===== config.mk =====
export PLATFORM = sky130hd
export DESIGN_NAME = tg68k_div_seq
export DESIGN_NICKNAME = d
export VERILOG_FILES = /design/src/rtl/tg68k_div_seq.sv
export SDC_FILE = /design/constraint.sdc
export NUM_CORES = 1
export LEC_CHECK = 0
export ABC_CLOCK_PERIOD_IN_PS = 3900
export BUFFER_PORTS_ARGS = -buffer_cell sky130_fd_sc_hd__buf_2
export CORE_ASPECT_RATIO = 0.7
export CORE_UTILIZATION = 55
export DETAILED_ROUTE_END_ITERATION = 10
export PLACE_DENSITY = 0.76
export SETUP_SLACK_MARGIN = 0.2
export SLEW_MARGIN = 20
export SYNTH_ARGS = -nofsm -noshare
export SYNTH_HDL_FRONTEND = slang
export SYNTH_SLANG_ARGS = --single-unit

===== constraint.sdc =====
create_clock -name clk -period 3.9 [get_ports clk]
set_input_delay 0 -clock clk [delete_from_list [all_inputs] [get_ports clk]]
set_output_delay 0 -clock clk [all_outputs]
set_load 0.02 [all_outputs]

===== src/rtl/tg68k_div_seq.sv =====
// Multi-cycle signed/unsigned 2W/W restoring divider for the TG68K execution unit.
// Optional macro TG68K_DIV_RADIX4_EN: retire two quotient bits per ITER cycle.
module tg68k_div_seq #(
    parameter  int WIDTH = 32,
    localparam int CNT_W = $clog2(WIDTH + 1)
) (
    input  logic                 clk,
    input  logic                 nReset,
    input  logic                 start,
    input  logic                 abort,
    input  logic                 signed_op,
    input  logic [2*WIDTH-1:0]   dividend,
    input  logic [WIDTH-1:0]     divisor,
    output logic                 busy,
    output logic                 done,
    output logic [WIDTH-1:0]     quotient,
    output logic [WIDTH-1:0]     remainder,
    output logic                 overflow,
    output logic                 div_zero
);

`ifdef TG68K_DIV_RADIX4_EN
    localparam logic [CNT_W-1:0] ITERS = CNT_W'(WIDTH / 2);
`else
    localparam logic [CNT_W-1:0] ITERS = CNT_W'(WIDTH);
`endif
    localparam logic [WIDTH-1:0] MIN_MAG = {1'b1, {(WIDTH-1){1'b0}}};

    typedef enum logic [2:0] {
        S_IDLE  = 3'd0,
        S_CHECK = 3'd1,
        S_ITER  = 3'd2,
        S_FIXUP = 3'd3,
        S_DONE  = 3'd4
    } state_t;

    state_t               state_r, state_next_s;
    logic [2*WIDTH-1:0]   rq_r;          // {partial remainder, quotient bits}
    logic [WIDTH-1:0]     dvs_r;
    logic                 signed_r, q_neg_r, r_neg_r;
    logic [CNT_W-1:0]     cnt_r;
    logic                 busy_r, done_r, overflow_r, div_zero_r;
    logic [WIDTH-1:0]     quotient_r, remainder_r;

    logic [2*WIDTH-1:0]   dvd_abs_s, rq_step_s;
    logic [WIDTH-1:0]     dvs_abs_s, q_mag_s, r_mag_s, q_fix_s, r_fix_s;
    logic                 dvd_neg_s, dvs_neg_s, early_ovf_s, fix_ovf_s;

    // One restoring step: shift left, trial subtract, shift in the quotient bit.
    function automatic logic [2*WIDTH-1:0] div_step(input logic [2*WIDTH-1:0] rq,
                                                    input logic [WIDTH-1:0]   d);
        logic [WIDTH:0]   sh;
        logic [WIDTH-1:0] diff;
        sh   = {rq[2*WIDTH-1:WIDTH], rq[WIDTH-1]};
        diff = sh[WIDTH-1:0] - d;
        if (sh >= {1'b0, d}) begin
            return {diff, rq[WIDTH-2:0], 1'b1};
        end else begin
            return {sh[WIDTH-1:0], rq[WIDTH-2:0], 1'b0};
        end
    endfunction

    // Operand conditioning, iteration datapath and sign fix-up.
    always_comb begin
        dvd_neg_s   = signed_op & dividend[2*WIDTH-1];
        dvs_neg_s   = signed_op & divisor[WIDTH-1];
        dvd_abs_s   = dvd_neg_s ? (~dividend + {{(2*WIDTH-1){1'b0}}, 1'b1}) : dividend;
        dvs_abs_s   = dvs_neg_s ? (~divisor + {{(WIDTH-1){1'b0}}, 1'b1}) : divisor;
        early_ovf_s = (rq_r[2*WIDTH-1:WIDTH] >= dvs_r);
`ifdef TG68K_DIV_RADIX4_EN
        rq_step_s   = div_step(div_step(rq_r, dvs_r), dvs_r);
`else
        rq_step_s   = div_step(rq_r, dvs_r);
`endif
        q_mag_s     = rq_r[WIDTH-1:0];
        r_mag_s     = rq_r[2*WIDTH-1:WIDTH];
        q_fix_s     = q_neg_r ? (~q_mag_s + {{(WIDTH-1){1'b0}}, 1'b1}) : q_mag_s;
        r_fix_s     = r_neg_r ? (~r_mag_s + {{(WIDTH-1){1'b0}}, 1'b1}) : r_mag_s;
        // Negative quotients may reach -2^(W-1); positive ones stop one short.
        if (signed_r) begin
            fix_ovf_s = q_neg_r ? (q_mag_s > MIN_MAG) : q_mag_s[WIDTH-1];
        end else begin
            fix_ovf_s = 1'b0;
        end
    end

    // Next-state logic; abort overrides every non-IDLE transition.
    always_comb begin
        state_next_s = state_r;
        case (state_r)
            S_IDLE: begin
                if (start && !abort) state_next_s = S_CHECK;
                else                 state_next_s = S_IDLE;
            end
            S_CHECK: begin
                if (abort)                             state_next_s = S_IDLE;
                else if (dvs_r == '0 || early_ovf_s)   state_next_s = S_DONE;
                else                                   state_next_s = S_ITER;
            end
            S_ITER: begin
                if (abort)                                      state_next_s = S_IDLE;
                else if (cnt_r == {{(CNT_W-1){1'b0}}, 1'b1})    state_next_s = S_FIXUP;
                else                                            state_next_s = S_ITER;
            end
            S_FIXUP: begin
                if (abort) state_next_s = S_IDLE;
                else       state_next_s = S_DONE;
            end
            S_DONE:  state_next_s = S_IDLE;
            default: state_next_s = S_IDLE;
        endcase
    end

    // State register.
    always_ff @(posedge clk or negedge nReset) begin
        if (!nReset) state_r <= S_IDLE;
        else         state_r <= state_next_s;
    end

    // Operand latch, iteration registers, results and flags.
    always_ff @(posedge clk or negedge nReset) begin
        if (!nReset) begin
            rq_r        <= '0;
            dvs_r       <= '0;
            signed_r    <= 1'b0;
            q_neg_r     <= 1'b0;
            r_neg_r     <= 1'b0;
            cnt_r       <= '0;
            busy_r      <= 1'b0;
            done_r      <= 1'b0;
            quotient_r  <= '0;
            remainder_r <= '0;
            overflow_r  <= 1'b0;
            div_zero_r  <= 1'b0;
        end else begin
            busy_r <= (state_next_s != S_IDLE);
            done_r <= (state_next_s == S_DONE);
            case (state_r)
                S_IDLE: begin
                    if (start && !abort) begin
                        rq_r       <= dvd_abs_s;
                        dvs_r      <= dvs_abs_s;
                        signed_r   <= signed_op;
                        q_neg_r    <= dvd_neg_s ^ dvs_neg_s;
                        r_neg_r    <= dvd_neg_s;
                        overflow_r <= 1'b0;
                        div_zero_r <= 1'b0;
                    end
                end
                S_CHECK: begin
                    if (!abort) begin
                        if (dvs_r == '0)      div_zero_r <= 1'b1;
                        else if (early_ovf_s) overflow_r <= 1'b1;
                        else                  cnt_r      <= ITERS;
                    end
                end
                S_ITER: begin
                    if (!abort) begin
                        rq_r  <= rq_step_s;
                        cnt_r <= cnt_r - {{(CNT_W-1){1'b0}}, 1'b1};
                    end
                end
                S_FIXUP: begin
                    if (!abort) begin
                        if (fix_ovf_s) begin
                            overflow_r <= 1'b1;
                        end else begin
                            quotient_r  <= q_fix_s;
                            remainder_r <= r_fix_s;
                        end
                    end
                end
                S_DONE: begin
                    cnt_r <= cnt_r;
                end
                default: begin
                    cnt_r <= '0;
                end
            endcase
        end
    end

    assign busy      = busy_r;
    assign done      = done_r;
    assign quotient  = quotient_r;
    assign remainder = remainder_r;
    assign overflow  = overflow_r;
    assign div_zero  = div_zero_r;

endmodule


== Yosys cells after proc, flatten, opt, wreduce, memory -nomap -nowiden ==
Index checks and enable logic that the tools add are counted.
W data, S select, Z words.
Word-level totals
  input bits: 101
  register bits: 176
  word-level logic and storage cells: 95
  output and inout port bits: 68
Cells by class
  muxes and demuxes: 32
  $lt $le $gt $ge: 3
  bitwise operators: 10
  $add $sub $neg: 6
  equal/unequal tests: 15
  reductions and logical operators: 16
Operator list (count)
  $mux W64: 4
  $pmux W64 S2: 1
  $add A32 B1 Y32 const B: 3
  $mux W32: 3
  $not A32 Y32: 3
  $add A64 B1 Y64 const B: 1
  $not A64 Y64: 1
  $ge A33 B32 Y1: 1
  $ge A32 B32 Y1: 1
  $gt A32 B32 Y1 const B: 1
  $logic_not A32 Y1: 1
  $sub A32 B32 Y32: 1
  $mux W6: 4
  $ne A2 B2 Y1 const B: 9
  $pmux W6 S3: 1
  $mux W1: 12
  $pmux W3 S4: 1
  $mux W3: 3
  $reduce_and A7 Y1: 1
  $eq A3 B2 Y1 const B: 2
  $eq A3 B3 Y1 const B: 2
  $eq A6 B1 Y1 const B: 1
  $reduce_and A3 Y1: 2
  $reduce_bool A3 Y1: 2
  17 further kinds: 21

== Longest topological paths before layout ==
  depth in word-level cells: 6
  depth in mapped cells: 15
  depth with buffers taken out: 12

== Least setup slack after synthesis ==
OpenSTA, ideal clock, no wires.
  path type: register to register
  from: register rq_r[37]
  to: register rq_r[59]
  setup time: 0.110 ns
  required time: 3.790 ns
  stages on the path, launching flop included: 12
  arrival time: 3.003 ns
  slack: 0.787 ns
  buffers on the path: 2
  period minus slack after synthesis: 3.113 ns
  cell sequence: dfrtp_1 ha_1 a211oi_1 o211ai_1 a31o_2 a211o_1 a31o_2 a41oi_1 clkbuf_1 buf_1 a32oi_1 o41ai_1
Between the ends
  cells in the longest elaborated chain, start to end: 4
  elaborated cells between the ends (all ways): 5
  classes of those cells: add/sub: 1; order compare: 1; mux: 3
Ends and longest elaborated chain
  from (decl): RTL line 38  | logic [2*WIDTH-1:0] rq_r;
  from (signal assigned): RTL line 141  | rq_r <= dvd_abs_s;
  from (signal assigned): RTL line 159  | rq_r <= rq_step_s;
  $sub A32 B32 Y32 / $ge A33 B32 Y1 (equally long branches): RTL line 55, 56
  $mux W64 (*): RTL line 56  | if (sh >= {1'b0, d}) begin
  $mux W64 (*): RTL line 158  | if (!abort) begin
  $pmux W64 S2 (*): RTL line 138  | case (state_r)
Every way passes the cells marked *; elsewhere a longest branch is shown, timed or not. The select of a mux whose other input is x is not followed.
A chain may end at the register's enable or synchronous reset.

== Worst setup path after layout ==
  from: register rq_r[1]
  to: register remainder_r[19] (netlist: remainder[19])
Between the ends
  cells in the longest elaborated chain, start to end: 5
Ends and longest elaborated chain
  $gt A32 B32 Y1: RTL line 81  | fix_ovf_s = q_neg_r ? (q_mag_s > MIN_MAG) : q_mag_s[WIDTH-1];
  $mux W1: RTL line 81
  $mux W1: RTL line 80  | if (signed_r) begin
  $not A1 Y1 (no source line)
  $reduce_and A3 Y1 (no source line)
  to (signal assigned): RTL line 169  | remainder_r <= r_fix_s;
  to (decl): RTL line 43  | logic [WIDTH-1:0] quotient_r, remainder_r;
No other way between the ends.

==> metrics.md <==
| Metric | Value |
|---|---|
| Unrepaired setup endpoints after global routing | no |
| H-tree levels | 4 |
| Final setup fails | 0 |
| Post-synth ARST share | 100% |
| Max-slew violations | 0 |
| Setup slack after layout | 0.440 ns |
| Final hold violations | 0 |
| Total CTS buffers | 17 |
| Reg-to-reg endpoint | remainder[19] |
| DP Wirelength | 30.0 mm |
| Top cells by instance count after synthesis | 228 x nand2_1, 207 x o21ai_0, 176 x dfrtp_1, 143 x a21oi_1, 113 x xor2_1 |
| 1st-pass router iterations | 6 |
| Slowest cell on crit path | or3_1 |
| Max_cap viols | 0 |
| Number of global-route vias before repair | 12200 |
| Area grow syn2layout | 18.4% |
| Die area | 0.0244 mm^2 |
| Post-layout net count | 1997 |
| DR WL/cell | 19.0 um |
| Post-synth EDFFs | 0 |
| Starting DRT DRC Count | 1316 |
| Placed cells | 2059 |
| Total Routing Usage GR | 33.3% |
| WP data required | 4.20 ns |
| Placement Cell Area | 0.0143 mm^2 |
| IO Pins | 169 |
| FP Rows | 46 |
| Skew final | 0.00993 ns |
| Crit path DAT | 3.76 ns |
| FF-to-FF Start | rq_r[1] |
| GP Congestion | 0.970 |
| Fill cell count | 2028 |
| Crit path max-delay family | simple AND/OR/NAND/NOR gates |
| Worst-skew pair later-pin latency | 0.45 ns |
| Post-Syn Area | 0.0131 mm^2 |
| DIE WIDTH | 186 um |
| Design area | 0.0155 mm^2 |
| Flops & latches, synth | 176 |
| Post-Syn Instances | 1636 |
| Leak | 0.00682 uW |
| Crit Path Max Fanout | 128 |
| Most frequent CP cell | nand2b_1 |
| Via count | 13300 |
| Max incr delay on CP | 0.53 ns |
| # DRC | 0 |
| Nature of the critical path startpoint | flop |
| Setup crit end kind | flop |
| Largest net degree at the start of global routing | 129 |
| Root Driver | clkbuf_16 |
| Setup slack, reg-to-reg | 0.44 ns |
| Post-cts resize count | 0 |
| CTS Hold Bufs | 59 |
| Setup TNS | 0 ns |
| CTS tree | built |
| Initial core utilization | 56.9% |
| Worst Hold Depth | 4 |
| Critical path, cell by cell | inv_1 -> ha_1 -> nand2b_1 -> or2b_1 -> or2_1 -> nand2b_1 -> or3_1 -> o311ai_2 -> nand4_1 -> buf_12 -> nand2_1 -> o21ai_0 |
| Ranking of synthesized cells by area | dfrtp_1 34%, o21ai_0 7.9%, xor2_1 7.6% |
| Synth cell types | 69 |
| Post-synth top flop | dfrtp_1 |
| CTS Sinks | 176 |
| Syn. warnings | 0 |
| Hold Path Origin | dividend[52] |
| Mean area per synthesized cell | 8.00 um^2 |
| Critical path buffer and inverter count | 2 |
| CTS clk-pin slew, worst paths | 0.07 ns |
| Chip height | 131 um |
| Antenna-violating nets left | 0 |
| Status | finished clean |
| Worst Setup Path Type | flop to flop |
| Routed vias/inst | 6.18 |
| Count leader, synth | nand2_1 |
| PwrDens | 854 mW/mm^2 |
| Slew headroom | 26.1% |
| Final Cycle Share | 88.7% |
| Yosys top cell area share | 33.6% |
| Origin of the worst setup path | rq_r[1] |
| R2R depth | 12 |
| Hold Path Sink | rq_r[52] |
| Sequential share of the synthesized area | 33.6% |
| Gr ovfl total | 0 |
| Multi-input gate area | 0.00813 mm^2 |
| Worst slack, placed | 0.568 ns |
| Share of cells above drive strength 1 | 13.9% |
| Buffers on Ports | 168 |
| Maximum VDD drop | 0.550 mV |
| First-pass GRT wire length | 65.1 mm |
| Register area | 0.00440 mm^2 |
| Antenna violations before repair | 4 |
| Core Region | 0.0230 mm^2 |
| Yosys top cell by area | dfrtp_1 |
| DRT Wirelength | 40.9 mm |
| Post-CTS setup repair buffer count | 0 |
| CTS max path bufs | 2 |
| Actual slew at the worst max-slew pin | 1.11 ns |
| Worst Hold Class | input port to flop |
| Syn_nets | 1808 |
| Fmax | 0.289 GHz |
| Final Critical Period | 3.46 ns |
| Final non-filler cell total | 2155 |
==> report_power, final <==
| group | internal [uW] | total [uW] | leakage (uW) | switching, uW |
|---|---|---|---|---|
| sequential | 2580 | 3550 | 0.00224 | 971 |
| clock | 1040 | 1820 | 0.000295 | 785 |
| combinational | 3020 | 7850 | 0.00429 | 4830 |
| total | 6640 | 13200 | 0.00682 | 6590 |
==> worst reg2reg max path, cell delays in order (launching register included) <==
cell      delay (ns)
dfrtp_1         0.41
inv_1           0.10
ha_1            0.18
nand2b_1        0.11
or2b_1          0.28
or2_1           0.30
nand2b_1        0.23
or3_1           0.53
o311ai_2        0.37
nand4_1         0.21
buf_12          0.27
nand2_1         0.24
o21ai_0         0.09
==> how the worst max path moves through the flow <==
| stage | endpoint | slack [ns] | cells past startpoint |
|---|---|---|---|
| global placement | remainder[10] | 0.67 | 10 |
| finish | remainder[19] | 0.44 | 12 |
| global route | remainder[19] | 0.27 | 10 |
| detailed placement | remainder[27] | 0.57 | 12 |
| floorplan | rq_r[59] | 0.79 | 11 |
| CTS | remainder[31] | 0.55 | 12 |
==> area by class of cell <==
type	instances	share of cell area, %
Multi-Input combinational cell	1311	52.5
Sequential cell	176	28.4
Timing Repair Buffer	260	11.1
Clock buffer	19	2.86
Tap cell	312	2.52
Inverter	59	1.43
Clock inverter	13	1.13
Antenna cell	5	0.0807
==> kinds of logic after synthesis <==
kind of cell / share of synthesized area, %
AOI/OAI and AO/OA: 24.7
muxes: 0.612
buffers and inverters: 4.43
DFF: 33.6
and+or+nand+nor: 18.3
adders and majority gates: 6.84
xor gates and xnor gates: 11.5
==> per-layer routing <==
layer	share of wire [%]	global-route usage [%]	vias to the layer above
met1	45	49.2	6343
met5	0	0	-
met2	43	48.2	665
met4	2.2	10.4	0
li1	-	-	6253
met3	10	7.32	62
==> state kept, by name, summed over array words and instances, names as in the netlist <==
| register | flops |
|---|---|
| overflow | 1 |
| busy | 1 |
| cnt_r | 6 |
| r_neg_r | 1 |
| signed_r | 1 |
| remainder | 32 |
| rq_r | 64 |
| dvs_r | 32 |
| q_neg_r | 1 |
| div_zero | 1 |
| state_r | 3 |
| quotient | 32 |
| done | 1 |
==> cell usage in the layout (no fill, tap or decap), drive strengths merged, types with 8 or more instances in the layout <==
cell type,Yosys,final
xnor2,59,59
mux2i,8,8
a21oi,143,143
o211ai,10,10
dfrtp,176,176
or4,15,15
ha,70,70
o22ai,20,20
a31oi,11,11
nand2b,14,14
nand3,24,24
a211oi,10,10
o31ai,35,35
or3,20,20
nor4,28,28
or2,8,8
buf,12,201
nand4,20,20
o21ai,220,220
clkbuf,78,19
xor2,113,113
nor2,107,107
nand2,228,228
a21o,14,14
dlygate4sd3,0,59
nor3,29,29
o41ai,28,28
inv,59,63
==> per-stage QoR <==
| stage | power [uW] | hold slack, ns | util [%] |
|---|---|---|---|
| 2_1_floorplan | 8710 | -0.296 | - |
| 3_3_place_gp | 11000 | 0.126 | 62.0 |
| 3_5_place_dp | 11100 | 0.135 | 62.0 |
| 4_1_cts | 13100 | 0.00193 | 67.3 |
| 5_1_grt | 14200 | 0.0183 | 67.3 |
| 6_report | 13200 | 0.0120 | 67.3 |
Power figures use the tool's default switching activity.
